==> config.mk <==
export PLATFORM = sky130hd
export DESIGN_NAME = lsu_ctrl_flat
export DESIGN_NICKNAME = d
export VERILOG_FILES = /design/src/rtl/lsu_ctrl_pkg.sv /design/src/rtl/lsu_ctrl_if.sv /design/src/rtl/lsu_ctrl_align.sv /design/src/rtl/lsu_ctrl.sv /design/src/flat_wrapper.sv
export SDC_FILE = /design/constraint.sdc
export NUM_CORES = 1
export LEC_CHECK = 0
export ABC_AREA = 0
export ABC_CLOCK_PERIOD_IN_PS = 2200
export BUFFER_PORTS_ARGS = -buffer_cell sky130_fd_sc_hd__buf_4
export CAP_MARGIN = 20
export CORE_ASPECT_RATIO = 1.1
export CORE_MARGIN = 5
export CORE_UTILIZATION = 50
export CTS_CLUSTER_SIZE = 14
export DETAILED_ROUTE_END_ITERATION = 6
export PLACE_DENSITY = 0.89
export SLEW_MARGIN = 10
export SYNTH_ARGS = -nofsm -noshare
export SYNTH_HDL_FRONTEND = slang
export SYNTH_HIERARCHICAL = 1
export SYNTH_SLANG_ARGS = --single-unit
==> constraint.sdc <==
create_clock -name clock -period 2.2 [get_ports clock]
set_input_delay 0 -clock clock [delete_from_list [all_inputs] [get_ports clock]]
set_output_delay 0 -clock clock [all_outputs]
set_load 0.03 [all_outputs]
==> src/rtl/lsu_ctrl_pkg.sv <==
// Shared constants for the load/store sequencer: FSM state codes,
// funct3 access-size encodings, the default data width and the
// legality check applied to every decoded access.
package lsu_ctrl_pkg;

  localparam int LSU_XLEN = 32;

  // FSM state codes (also visible on the debug state port)
  localparam logic [1:0] ST_IDLE = 2'd0;
  localparam logic [1:0] ST_BUSY = 2'd1;
  localparam logic [1:0] ST_DONE = 2'd2;

  // funct3 access sizes, instr[14:12]
  localparam logic [2:0] F3_B  = 3'b000;
  localparam logic [2:0] F3_H  = 3'b001;
  localparam logic [2:0] F3_W  = 3'b010;
  localparam logic [2:0] F3_BU = 3'b100;
  localparam logic [2:0] F3_HU = 3'b101;

  // An access is legal when funct3 names a size valid for its direction
  // and the address is naturally aligned for that size. Unsigned forms
  // only make sense for loads.
  function automatic logic access_legal(input logic       is_load,
                                        input logic [2:0] f3,
                                        input logic [1:0] addr_lo);
    logic ok;
    ok = 1'b0;
    case (f3)
      F3_B:    ok = 1'b1;
      F3_H:    ok = ~addr_lo[0];
      F3_W:    ok = (addr_lo == 2'b00);
      F3_BU:   ok = is_load;
      F3_HU:   ok = is_load & ~addr_lo[0];
      default: ok = 1'b0;
    endcase
    return ok;
  endfunction

endpackage

==> src/rtl/lsu_ctrl_if.sv <==
// Bus bundle between the core, the load/store sequencer and the L1 data
// cache port. The master modport is the sequencer's view; the slave
// modport is the environment (core + cache) view.
//
// Cache handshake: mem_req is the valid; mem_ack is the completion. While
// mem_req=1 the fields mem_we/mem_addr/mem_be/mem_wdata are stable. The
// cache may raise mem_ack in any cycle with mem_req=1, including the first;
// mem_rdata is only meaningful in that cycle. The transfer happens on the
// rising edge where mem_req and mem_ack are both 1, and mem_req is low the
// following cycle. mem_ack with mem_req=0 has no effect.
interface lsu_ctrl_if #(
  parameter int XLEN = 32
);

  // core side
  logic            load_control;
  logic            store_control;
  logic [2:0]      funct3;
  logic [XLEN-1:0] addr;
  logic [XLEN-1:0] store_data;
  logic            stall;
  logic            load_valid;
  logic [XLEN-1:0] load_data;
  logic            err_access;
  logic            err_timeout;

  // cache side
  logic            mem_req;
  logic            mem_we;
  logic [XLEN-1:0] mem_addr;
  logic [3:0]      mem_be;
  logic [XLEN-1:0] mem_wdata;
  logic            mem_ack;
  logic [XLEN-1:0] mem_rdata;

  modport master (
    input  load_control, store_control, funct3, addr, store_data,
    input  mem_ack, mem_rdata,
    output stall, load_valid, load_data, err_access, err_timeout,
    output mem_req, mem_we, mem_addr, mem_be, mem_wdata
  );

  modport slave (
    output load_control, store_control, funct3, addr, store_data,
    output mem_ack, mem_rdata,
    input  stall, load_valid, load_data, err_access, err_timeout,
    input  mem_req, mem_we, mem_addr, mem_be, mem_wdata
  );

endinterface

==> src/rtl/lsu_ctrl_align.sv <==
// Byte-lane logic for a 4-byte data word: store byte enables and lane
// replication from the incoming request, and byte/half extraction with
// sign or zero extension of the returned read word.
module lsu_ctrl_align
  import lsu_ctrl_pkg::*;
(
  input  logic [2:0]  st_funct3_i,
  input  logic [1:0]  st_addr_lo_i,
  input  logic [31:0] st_data_i,
  output logic [3:0]  st_be_o,
  output logic [31:0] st_wdata_o,
  input  logic [2:0]  ld_funct3_i,
  input  logic [1:0]  ld_addr_lo_i,
  input  logic [31:0] ld_rdata_i,
  output logic [31:0] ld_data_o
);

  logic [7:0]  ld_byte;
  logic [15:0] ld_half;

  // Store side: enable the addressed lanes and replicate data into every lane
  always_comb begin
    st_be_o    = 4'b1111;
    st_wdata_o = st_data_i;
    case (st_funct3_i)
      F3_B: begin
        st_be_o    = 4'b0001 << st_addr_lo_i;
        st_wdata_o = {4{st_data_i[7:0]}};
      end
      F3_H: begin
        st_be_o    = 4'b0011 << {st_addr_lo_i[1], 1'b0};
        st_wdata_o = {2{st_data_i[15:0]}};
      end
      default: begin
        st_be_o    = 4'b1111;
        st_wdata_o = st_data_i;
      end
    endcase
  end

  // Load side: pick the addressed byte/half, then extend to a full word
  always_comb begin
    ld_byte = ld_rdata_i[7:0];
    case (ld_addr_lo_i)
      2'd0:    ld_byte = ld_rdata_i[7:0];
      2'd1:    ld_byte = ld_rdata_i[15:8];
      2'd2:    ld_byte = ld_rdata_i[23:16];
      default: ld_byte = ld_rdata_i[31:24];
    endcase
    ld_half = ld_addr_lo_i[1] ? ld_rdata_i[31:16] : ld_rdata_i[15:0];
    case (ld_funct3_i)
      F3_B:    ld_data_o = {{24{ld_byte[7]}}, ld_byte};
      F3_BU:   ld_data_o = {24'h000000, ld_byte};
      F3_H:    ld_data_o = {{16{ld_half[15]}}, ld_half};
      F3_HU:   ld_data_o = {16'h0000, ld_half};
      default: ld_data_o = ld_rdata_i;
    endcase
  end

endmodule

==> src/rtl/lsu_ctrl.sv <==
// Load/store sequencer. Accepts a decoded load or store, checks size and
// alignment, issues one req/ack transaction on the L1 data cache port and
// stalls the core until the access retires (IDLE -> BUSY -> DONE -> IDLE).
// Optional feature macro LSU_TIMEOUT_EN: aborts a BUSY access that is not
// acknowledged within TIMEOUT_CYCLES cycles and flags err_timeout.
module lsu_ctrl
  import lsu_ctrl_pkg::*;
#(
  parameter int XLEN = LSU_XLEN
`ifdef LSU_TIMEOUT_EN
  ,
  parameter int TIMEOUT_CYCLES = 255
`endif
) (
  input  logic         clock,
  input  logic         n_reset,
  lsu_ctrl_if.master   bus,
  output logic [1:0]   dbg_state_o
);

  logic [1:0]      state_q, state_d;
  logic [XLEN-1:0] addr_q, addr_d;
  logic [XLEN-1:0] wdata_q, wdata_d;
  logic [XLEN-1:0] ldata_q, ldata_d;
  logic [3:0]      be_q, be_d;
  logic            we_q, we_d;
  logic [2:0]      f3_q, f3_d;

  logic            is_load, is_store, req_any, req_legal, start;
  logic [3:0]      st_be;
  logic [XLEN-1:0] st_wdata, ld_ext;
  logic            tmo_hit;

  // A load has priority: a store flagged at the same time is dropped
  assign is_load   = bus.load_control;
  assign is_store  = bus.store_control & ~bus.load_control;
  assign req_any   = is_load | is_store;
  assign req_legal = access_legal(is_load, bus.funct3, bus.addr[1:0]);
  assign start     = (state_q == ST_IDLE) & req_any & req_legal;

  lsu_ctrl_align u_align (
    .st_funct3_i  (bus.funct3),
    .st_addr_lo_i (bus.addr[1:0]),
    .st_data_i    (bus.store_data),
    .st_be_o      (st_be),
    .st_wdata_o   (st_wdata),
    .ld_funct3_i  (f3_q),
    .ld_addr_lo_i (addr_q[1:0]),
    .ld_rdata_i   (bus.mem_rdata),
    .ld_data_o    (ld_ext)
  );

`ifdef LSU_TIMEOUT_EN
  localparam logic [7:0] TMO_LAST = 8'(TIMEOUT_CYCLES - 1);

  logic [7:0] tmo_cnt_q, tmo_cnt_d;
  logic       timed_out_q;

  // Last un-acked BUSY cycle allowed before the access is abandoned
  assign tmo_hit = (state_q == ST_BUSY) & ~bus.mem_ack & (tmo_cnt_q == TMO_LAST);

  // Count un-acked BUSY cycles; held at zero outside BUSY so each access starts fresh
  always_comb begin
    tmo_cnt_d = tmo_cnt_q;
    if (state_q != ST_BUSY)  tmo_cnt_d = 8'd0;
    else if (!bus.mem_ack)   tmo_cnt_d = tmo_cnt_q + 8'd1;
  end

  // Timeout counter and one-cycle abort flag (high exactly in the DONE cycle)
  always_ff @(posedge clock or negedge n_reset) begin
    if (!n_reset) begin
      tmo_cnt_q   <= 8'd0;
      timed_out_q <= 1'b0;
    end else begin
      tmo_cnt_q   <= tmo_cnt_d;
      timed_out_q <= tmo_hit;
    end
  end

  assign bus.err_timeout = timed_out_q;
`else
  assign tmo_hit         = 1'b0;
  assign bus.err_timeout = 1'b0;
`endif

  // Next-state and request-register logic
  always_comb begin
    state_d = state_q;
    addr_d  = addr_q;
    wdata_d = wdata_q;
    ldata_d = ldata_q;
    be_d    = be_q;
    we_d    = we_q;
    f3_d    = f3_q;
    case (state_q)
      ST_IDLE: begin
        if (start) begin
          state_d = ST_BUSY;
          addr_d  = bus.addr;
          wdata_d = st_wdata;
          be_d    = is_load ? 4'b1111 : st_be;
          we_d    = is_store;
          f3_d    = bus.funct3;
        end
      end
      ST_BUSY: begin
        if (bus.mem_ack) begin
          ldata_d = ld_ext;
          state_d = ST_DONE;
        end else if (tmo_hit) begin
          ldata_d = '0;
          state_d = ST_DONE;
        end
      end
      ST_DONE: state_d = ST_IDLE;
      default: state_d = ST_IDLE;
    endcase
  end

  // State and request registers; reset aborts any access in flight
  always_ff @(posedge clock or negedge n_reset) begin
    if (!n_reset) begin
      state_q <= ST_IDLE;
      addr_q  <= '0;
      wdata_q <= '0;
      ldata_q <= '0;
      be_q    <= 4'b0000;
      we_q    <= 1'b0;
      f3_q    <= 3'b000;
    end else begin
      state_q <= state_d;
      addr_q  <= addr_d;
      wdata_q <= wdata_d;
      ldata_q <= ldata_d;
      be_q    <= be_d;
      we_q    <= we_d;
      f3_q    <= f3_d;
    end
  end

  // mem_req follows the state register directly so reset drops it at once
  assign bus.mem_req    = (state_q == ST_BUSY);
  assign bus.mem_we     = we_q;
  assign bus.mem_addr   = {addr_q[XLEN-1:2], 2'b00};
  assign bus.mem_be     = be_q;
  assign bus.mem_wdata  = wdata_q;
  assign bus.load_data  = ldata_q;
  assign bus.stall      = start | (state_q == ST_BUSY);
  assign bus.err_access = (state_q == ST_IDLE) & req_any & ~req_legal;
  assign bus.load_valid = (state_q == ST_DONE) & ~we_q;
  assign dbg_state_o    = state_q;

endmodule

==> src/flat_wrapper.sv <==
// flat-port wrapper written by rule: the top's interface ports become plain ports
module lsu_ctrl_flat import lsu_ctrl_pkg::*;
#(
  parameter int XLEN = LSU_XLEN

)
  (clock, n_reset, dbg_state_o, bus_load_control, bus_store_control, bus_funct3, bus_addr, bus_store_data, bus_mem_ack, bus_mem_rdata, bus_stall, bus_load_valid, bus_load_data, bus_err_access, bus_err_timeout, bus_mem_req, bus_mem_we, bus_mem_addr, bus_mem_be, bus_mem_wdata);
  lsu_ctrl_if #(.XLEN(XLEN)) bus_i ();
  input  logic clock;
  input  logic n_reset;
  output logic [1:0] dbg_state_o;
  input wire logic [$bits(bus_i.load_control)-1:0] bus_load_control;
  input wire logic [$bits(bus_i.store_control)-1:0] bus_store_control;
  input wire logic [$bits(bus_i.funct3)-1:0] bus_funct3;
  input wire logic [$bits(bus_i.addr)-1:0] bus_addr;
  input wire logic [$bits(bus_i.store_data)-1:0] bus_store_data;
  input wire logic [$bits(bus_i.mem_ack)-1:0] bus_mem_ack;
  input wire logic [$bits(bus_i.mem_rdata)-1:0] bus_mem_rdata;
  output wire logic [$bits(bus_i.stall)-1:0] bus_stall;
  output wire logic [$bits(bus_i.load_valid)-1:0] bus_load_valid;
  output wire logic [$bits(bus_i.load_data)-1:0] bus_load_data;
  output wire logic [$bits(bus_i.err_access)-1:0] bus_err_access;
  output wire logic [$bits(bus_i.err_timeout)-1:0] bus_err_timeout;
  output wire logic [$bits(bus_i.mem_req)-1:0] bus_mem_req;
  output wire logic [$bits(bus_i.mem_we)-1:0] bus_mem_we;
  output wire logic [$bits(bus_i.mem_addr)-1:0] bus_mem_addr;
  output wire logic [$bits(bus_i.mem_be)-1:0] bus_mem_be;
  output wire logic [$bits(bus_i.mem_wdata)-1:0] bus_mem_wdata;
  assign bus_i.load_control = bus_load_control;
  assign bus_i.store_control = bus_store_control;
  assign bus_i.funct3 = bus_funct3;
  assign bus_i.addr = bus_addr;
  assign bus_i.store_data = bus_store_data;
  assign bus_i.mem_ack = bus_mem_ack;
  assign bus_i.mem_rdata = bus_mem_rdata;
  assign bus_stall = bus_i.stall;
  assign bus_load_valid = bus_i.load_valid;
  assign bus_load_data = bus_i.load_data;
  assign bus_err_access = bus_i.err_access;
  assign bus_err_timeout = bus_i.err_timeout;
  assign bus_mem_req = bus_i.mem_req;
  assign bus_mem_we = bus_i.mem_we;
  assign bus_mem_addr = bus_i.mem_addr;
  assign bus_mem_be = bus_i.mem_be;
  assign bus_mem_wdata = bus_i.mem_wdata;
  lsu_ctrl #(.XLEN(XLEN)) u_core (.clock(clock), .n_reset(n_reset), .bus(bus_i), .dbg_state_o(dbg_state_o));
endmodule
### Word-level counts from Yosys, hierarchy flattened

Index checks and enable logic that the tools add are counted.

* equality and inequality tests: 13
* muxes and demuxes: 10
* bitwise logic cells: 12
* shifts and indexed selects: 2
* reduce and logical (&&, ||, !) cells: 8

Operators by type and width (count)
* one-hot mux 32 bit (4 select lines): 1
* one-hot mux 32 bit (2 select lines): 1
* one-hot mux 8 bit (3 select lines): 1
* two-way mux 16 bit: 1
* == test 3 bit, second input constant: 4
* one-hot mux 4 bit (2 select lines): 1
* AND 1 bit: 6
* == test 3 x 1 -> 1 bit, second input constant: 2
* zero test 2 bit: 3
* zero test 3 bit: 2
* AND reduction 2 bit: 3
* one-hot mux 1 bit (5 select lines): 1
* == test 2 x 1 -> 1 bit, second input constant: 2
* == test 2 bit, second input constant: 2
* two-way mux 2 bit: 2
* two-way mux 4 bit: 1
* NOT 1 bit: 4
* one-hot mux 2 bit (2 select lines): 1
* left shift 1 x 2 -> 4 bit, first input constant: 1
* left shift 2 x 2 -> 4 bit, first input constant: 1
* == test 3 x 2 -> 1 bit, second input constant: 1
* != test 2 x 1 -> 1 bit, second input constant: 1
* != test 2 bit, second input constant: 1
* OR 1 bit: 2

* output and inout port bits: 108
* register bits after elaboration: 106

### Depth between registers and ports, before layout

Gate-level depths: netlist (run 1).

* depth after elaboration: 7
* mapped depth: 8
* gate-level depth less buffers: 4

### By module

Netlist (run 1), hierarchy kept.

By module, submodules not included
* lsu_ctrl: area an instance 4388.0 um^2, cells each 280, sequential area each 2652.5 um^2, times used 1
* lsu_ctrl_align: area an instance 1418.9 um^2, cells each 191, sequential area each 0.0 um^2, times used 1

### Least setup slack after synthesis (run 1)

OpenSTA, ideal clock, no wires.

* path type: flip-flop to flip-flop
* start point: register u_core.state_q[1], in the netlist u_core/dbg_state_o[1]
* end point: register u_core.ldata_q[10], in the netlist u_core/bus.load_data[10]
* path slack: 0.320 ns
* stages on the path, launching flop included: 6
* period minus slack after synthesis: 1.880 ns
* data arrival time: 1.755 ns
* required time: 2.075 ns
* cells stage by stage: dfrtp_1 > nand2b_1 > inv_1 > nand2_1 > buf_1 > mux2_2

* word-level cells in the longest chain between the ends: 2

Ends and longest elaborated chain
* start, declared: RTL line lsu_ctrl.sv:21 `logic [1:0] state_q, state_d;`
* start signal, assigned: RTL line lsu_ctrl.sv:131 `state_q <= state_d;`
* == test 2 x 1 -> 1 bit
* via bus_mem_req: RTL line flat_wrapper.sv:24 `output wire logic [$bits(bus_i.mem_req)-1:0] bus_mem_req;`
* AND reduction 2 bit (no source line)
* end signal, assigned: RTL line lsu_ctrl.sv:134 `ldata_q <= ldata_d;`
* end, declared: RTL line lsu_ctrl.sv:24 `logic [XLEN-1:0] ldata_q, ldata_d;`

The timed path passes the listed nets, and every way through them passes these cells.
A chain may end at the register's enable or synchronous reset.

### Final worst setup path (run 1)

* start point: input port bus_addr[0]
* end point: register u_core.addr_q[21]

* word-level cells in the longest chain between the ends: 5

Ends and longest elaborated chain
* start, declared: RTL line flat_wrapper.sv:15 `input wire logic [$bits(bus_i.addr)-1:0] bus_addr;`
* NOT 1 bit: RTL line lsu_ctrl_pkg.sv:30, lsu_ctrl_pkg.sv:33
* AND 1 bit: RTL line lsu_ctrl_pkg.sv:33 `F3_HU: ok = is_load & ~addr_lo[0];`
* one-hot mux 1 bit (5 select lines) *: RTL line lsu_ctrl_pkg.sv:28 `case (f3)`
* AND 1 bit *: RTL line lsu_ctrl.sv:39 `assign start = (state_q == ST_IDLE) & req_any & req_legal;`
* AND reduction 2 bit (no source line) *
* end signal, assigned: RTL line lsu_ctrl.sv:132 `addr_q <= addr_d;`
* end, declared: RTL line lsu_ctrl.sv:22 `logic [XLEN-1:0] addr_q, addr_d;`

Every way passes the cells marked *; elsewhere a longest branch is shown, timed or not.

==> metrics.md, run 1 <==
| Metric | Value |
|---|---|
| Hold Vio Cnt, Final | `0` |
| Area of the multi-input gates | `0.002575 mm2` |
| HPWL Detailed | `12.26 mm` |
| Die Ht | `123.0 um` |
| Placed cell area | `0.007169 mm2` |
| Max frequency | `476.2 MHz` |
| Layout area overhead | `36.41%` |
| CP required | `2420 ps` |
| Syn_area_per_cell | `12.33 um2` |
| CTS resizes | `0` |
| Total CTS buffers | `9` |
| Worst-path maximum fanout | `24` |
| First-pass GRT wire length | `27.73 mm` |
| Hold_buf cts | `46` |
| Final Cycle Share | `0.9546` |
| GR Util met1 | `0.2890` |
| Slew headroom | `0.5496` |
| Vias per Instance | `5.651` |
| Most frequent cell after synthesis | `dfrtp_1` |
| Total wire length | `17.78 mm` |
| Nets@finish | `785` |
| Final worst slack | `99.86 ps` |
| Crit path DAT | `2320 ps` |
| Async S/R FF share, synth | `1.000` |
| Syn Inst Count | `471` |
| GR peak layer | `met2` |
| Full die area | `0.01387 mm2` |
| Root buffer cell | `clkbuf_16` |
| Hold_ws | `23.63 ps` |
| Cell area after synthesis | `0.005807 mm2` |
| Total track usage | `0.2542` |
| Max-cap check violation count | `0` |
| Number of global-route vias before repair | `5,235` |
| Worst Hold Class | `in2reg` |
| Clock Latency Late Sink | `340 ps` |
| Synth area leader | `dfrtp_1` |
| Drt wl/cell | `21.19 um` |
| Row cnt | `41` |
| FF/Latch Area | `0.002653 mm2` |
| Ys flop type | `dfrtp_1` |
| GR met3 Demand/Resource | `0.08223` |
| Fin Clk Skew | `7.602 ps` |
| Antenna Violating Nets Remaining | `0` |
| CTS Sinks | `106` |
| PD cells | `1263 mW/mm2` |
| Share of layout cells above drive strength 1 | `0.5219` |
| Drt pass-1 iters | `6` |
| Number of synthesized register bits | `106` |
| Met2 GRT Util | `0.4385` |
| Post-synthesis cell type count | `43` |
| Setup TNS Final | `0 ps` |
| Final setup violation count | `0` |
| Post-synth top cells | `dfrtp_1, mux2_2, buf_4, nor2_1` |
| Worst-Margin Slew | `675.6 ps` |
| CTS tree | `yes` |
| Leak | `3.695 nW` |
| Boundary Pins | `212` |
| Largest net degree at the start of global routing | `50` |
| Final min period | `2100 ps` |
| PortBufs | `208` |
| Overflow after GRT | `0` |
| Starting density of the core | `0.5076` |
| Global placer's final weighted congestion | `0.8921` |
| Number of DRC markers in iteration 0 | `398` |
| Final instance area | `0.007921 mm2` |
| Kind of start point of the critical path | `input pin` |
| # Post-CTS Setup Buffers | `0` |
| Initial antenna violation count | `0` |
| Max VDD drop | `0.0008082 V` |
| Sequential share of the synthesized area | `0.4568` |
| Core outline area | `0.01144 mm2` |
| Max clock buf depth | `2` |
| Die X | `112.8 um` |
| Top cells by area, synth | `dfrtp_1, mux2_2, buf_4` |
| Worst setup EP type | `flip-flop` |
| Clock Pin Slew Worst Setup and Hold Paths | `70 ps` |
| Fill count | `765` |
| Pre-CTS setup slack | `261.2 ps` |
| Core Util, Final | `0.6924` |
| Synth top area share | `0.4568` |
| YS warnings | `6` |
| Vias | `4,741` |
| Status | `completed` |
| H-Tree Depth | `3` |
| Critical path class | `in2reg` |
| Slew Limit Fails | `0` |
| DRC violations left | `0` |
| Unrepaired setup endpoints after global routing | `false` |
| EDFF count, synth | `0` |
-- where the power goes --
| part | leakage [nW] | switching [W] | internal [W] |
|---|---|---|---|
| Combinational | 2.30 | 0.00292 | 0.00226 |
| Sequential | 1.26 | 0.000552 | 0.00271 |
| Clock | 0.133 | 0.000776 | 0.000788 |
-- final timing paths --
kind                                     startpoint                       end  slack, ps  cells after the start
setup / recovery                        bus_addr[0]         u_core/addr_q[21]        100                      7
hold / removal                   bus_store_data[21]  u_core/bus.mem_wdata[21]         20                      3
setup reg to reg                   u_core/addr_q[0]   u_core/bus.load_data[9]        240                      5
hold reg to reg            u_core/bus.mem_wdata[27]  u_core/bus.mem_wdata[27]        510                      1
max in group asynchronous                   n_reset   u_core/bus.load_data[6]       1250                      3
min in group asynchronous                   n_reset  u_core/bus.load_data[12]        240                      2
-- placed cells by master (no fill, tap or decap), types with 2 or more instances in the layout --
cell type	count
buf_4	217
dfrtp_1	106
mux2_2	85
dlygate4sd3_1	46
nor2_1	40
mux2_4	22
a21oi_1	22
o22ai_1	18
nor2b_1	11
inv_1	10
mux2i_1	10
clkbuf_16	9
nand2_1	9
mux4_1	7
a311oi_1	7
o21ai_0	6
mux2_1	5
a22o_1	5
inv_6	4
nor3_1	4
a2bb2oi_1	4
buf_12	4
o221ai_2	4
diode_2	3
nand2b_1	3
conb_1	3
a221oi_1	3
clkinvlp_4	2
o21a_1	2
inv_2	2
o221ai_1	2
-- sequential cells by signal, summed over array words and instances, names as in the netlist --
register              flops
u_core/bus.mem_we         1
u_core/addr_q            32
u_core/bus.mem_wdata     32
u_core/dbg_state_o        2
u_core/bus.mem_be         4
u_core/f3_q               3
u_core/bus.load_data     32
-- critical path, cell delays in order --
cell and delay (ps):
dlygate4sd3_1 550, buf_4 160, or4_4 550, o31ai_4 130, and2_4 230, buf_4 300
mux2_2 390
-- per-stage QoR --
| stage | instances | total power, W |
|---|---|---|
| after floorplan | 473 | 0.006753 |
| after global placement | 774 | 0.008138 |
| after detailed placement | 774 | 0.008346 |
| after CTS | 836 | 0.009968 |
| after global routing | 836 | 0.01047 |
| final | 839 | 0.01001 |
-- logic make-up (layout without fill, tap and decap cells) --
family,count (synthesis),after routing,synth area share
buffers and inverters,82,295,0.1015
muxes,129,129,0.2803
other,1,6,0.0006458
AOI/OAI and AO/OA,77,77,0.09933
DFF,106,106,0.4568
and+or+nand+nor,76,76,0.06141
-- final cells by class --
type | count | share of cell area
antenna | 3 | 0.0009477
clock buffer | 9 | 0.02843
clock inverter | 7 | 0.007424
inverter | 12 | 0.005686
multi-input combinational | 285 | 0.3251
sequential | 106 | 0.3349
tap | 150 | 0.02369
timing repair buffer | 267 | 0.2739
-- layer usage --
layer	routed length, um	vias to the layer above
met5	0	-
met4	646	0
met3	1877	51
met2	8953	285
met1	6301	2331
li1	-	2074
(Power assumes the default switching activity.)
==> inputs of run 2 (changes only) <==
--- a/config.mk
+++ b/config.mk
@@ -7,5 +7,5 @@
 export LEC_CHECK = 0
 export ABC_AREA = 0
-export ABC_CLOCK_PERIOD_IN_PS = 2200
+export ABC_CLOCK_PERIOD_IN_PS = 2400
 export BUFFER_PORTS_ARGS = -buffer_cell sky130_fd_sc_hd__buf_4
 export CAP_MARGIN = 20
==> constraint.sdc (replaced) <==
create_clock -name clock -period 2.4 [get_ports clock]
set_input_delay 0 -clock clock [delete_from_list [all_inputs] [get_ports clock]]
set_output_delay 0 -clock clock [all_outputs]
set_load 0.1 [all_outputs]
==> run 2 against run 1 <==
Against the previous run:
- setup slack better by 120 ps
- sequential cell count is the same
- global-route usage fell by 0.86 points
- cell count fell by 0.60%
- non-clock buffer count decreased by 4
- via count decreased by 1.8%
- clock-buffer cell count grew 2
- highest routed layer unchanged
==> metrics.md, run 2 (synthesized netlist as in run 1, its figures left out) <==
| Metric | Value |
|---|---|
| Boundary Pins | `212` |
| Worst Hold Class | `in2reg` |
| DRC violations left | `0` |
| Final worst slack | `222.9 ps` |
| Total CTS buffers | `9` |
| First-pass GRT wire length | `26.81 mm` |
| Slew Limit Fails | `0` |
| Max frequency | `459.3 MHz` |
| Commonest non-fill, non-tap cells in the layout | `buf_4, dfrtp_1, mux2_2` |
| CP required | `2620 ps` |
| Vias per Instance | `5.582` |
| Core outline area | `0.01144 mm2` |
| Worst-path maximum fanout | `16` |
| Total wire length | `17.12 mm` |
| CTS tree | `yes` |
| Crit path DAT | `2400 ps` |
| Clock Latency Late Sink | `340 ps` |
| R2R depth | `5` |
| Starting density of the core | `0.5076` |
| Antenna Violating Nets Remaining | `0` |
| Full die area | `0.01387 mm2` |
| Pre-CTS setup slack | `349.3 ps` |
| Vias | `4,655` |
| Kind of start point of the critical path | `input pin` |
| Nets@finish | `781` |
| Number of DRC markers in iteration 0 | `377` |
| Die Ht | `123.0 um` |
| Reg2reg setup slack | `330 ps` |
| Row cnt | `41` |
| Slew headroom | `0.5291` |
| Final Cycle Share | `0.9071` |
| Hold Path Stages | `3` |
| GR met3 Demand/Resource | `0.06902` |
| Fill count | `750` |
| Global placer's final weighted congestion | `0.8829` |
| Overflow after GRT | `0` |
| FF/Latch Area | `0.002655 mm2` |
| Status | `completed` |
| Critical path class | `in2reg` |
| Worst Hold Path EP | `u_core/bus.mem_we` |
| Most common cell after layout, fill and taps aside | `buf_4` |
| Max clock buf depth | `2` |
| PortBufs | `208` |
| Hold_sp | `bus_load_control` |
| Setup TNS Final | `0 ps` |
| Clock Pin Slew Worst Setup and Hold Paths | `70 ps` |
| Layout area overhead | `35.92%` |
| Initial antenna violation count | `0` |
| GR Util met1 | `0.2957` |
| Worst setup EP type | `flip-flop` |
| Die X | `112.8 um` |
| Reg-to-Reg Start | `u_core/addr_q[0]` |
| Area of the multi-input gates | `0.002580 mm2` |
| Core Util, Final | `0.6899` |
| Reg-to-reg critical path endpoint | `u_core/bus.load_data[9]` |
| Largest net degree at the start of global routing | `107` |
| Drt wl/cell | `20.53 um` |
| H-Tree Depth | `3` |
| Placed cell count | `772` |
| Max-cap check violation count | `0` |
| Total track usage | `0.2456` |
| Unrepaired setup endpoints after global routing | `false` |
| Root buffer cell | `clkbuf_16` |
| Drt pass-1 iters | `5` |
| Final min period | `2177 ps` |
| GR peak layer | `met2` |
| Hold Vio Cnt, Final | `0` |
| Fin Clk Skew | `6.800 ps` |
| Final setup violation count | `0` |
| CTS Sinks | `106` |
| Number of global-route vias before repair | `4,984` |
| Post-route insts no fill | `834` |
| Met2 GRT Util | `0.4126` |
| Share of layout cells above drive strength 1 | `0.5264` |
| Worst-Margin Slew | `699.9 ps` |
| HPWL Detailed | `11.64 mm` |
-- run 2: worst max-delay path, stage by stage --
cell and delay (ps):
dlygate4sd3_1 560, buf_4 170, or4_4 550, o31ai_4 120, and2_4 370, buf_4 250, mux2_2 360
-- run 2: layer usage --
| metal | vias to the layer above | wire length [um] | part of all wire |
|---|---|---|---|
| li1 | 2064 | - | - |
| met1 | 2270 | 6249 | 0.36 |
| met2 | 279 | 8670 | 0.51 |
| met3 | 42 | 1608 | 0.094 |
| met4 | 0 | 594 | 0.035 |
| met5 | - | 0 | 0 |
-- run 2: repair_timing --
action	CTS	global route
hold buffers	44	0
buffers inserted	0	0
gates resized for setup	0	0
endpoints found under the hold margin	149	0
-- run 2: per-stage QoR --
stage,hold slack [ps],area (um2)
floorplan,-295.6,5822
global placement,110.5,7149
detailed placement,118.5,7149
CTS,1.812,7888
global route,2.490,7888
finish,14.58,7893
-- run 2: area by class of cell --
cell class | instances | area share
clock inverters | 5 | 0.005707
flip-flops and latches | 106 | 0.3364
well taps | 150 | 0.02378
inverters | 12 | 0.005707
diodes | 2 | 0.0006341
multi-input cells | 285 | 0.3269
repair buffers | 263 | 0.2689
clock buffers | 11 | 0.03202
-- run 2: worst max-delay path by stage --
stage                               endpoint                   from  cells past startpoint  slack [ps]
global placement     u_core/bus.load_data[9]       u_core/addr_q[0]                      5         450
floorplan           u_core/bus.load_data[10]  u_core/dbg_state_o[1]                      5         -50
CTS                        u_core/addr_q[18]            bus_addr[0]                      7         240
global route               u_core/addr_q[31]            bus_addr[0]                      7         190
detailed placement   u_core/bus.load_data[9]       u_core/addr_q[0]                      5         350
finish                     u_core/addr_q[26]            bus_addr[0]                      7         220
Power of run 2 is not shown: default switching activity piles up to over one toggle a cycle in this logic, so the estimate is an artifact.
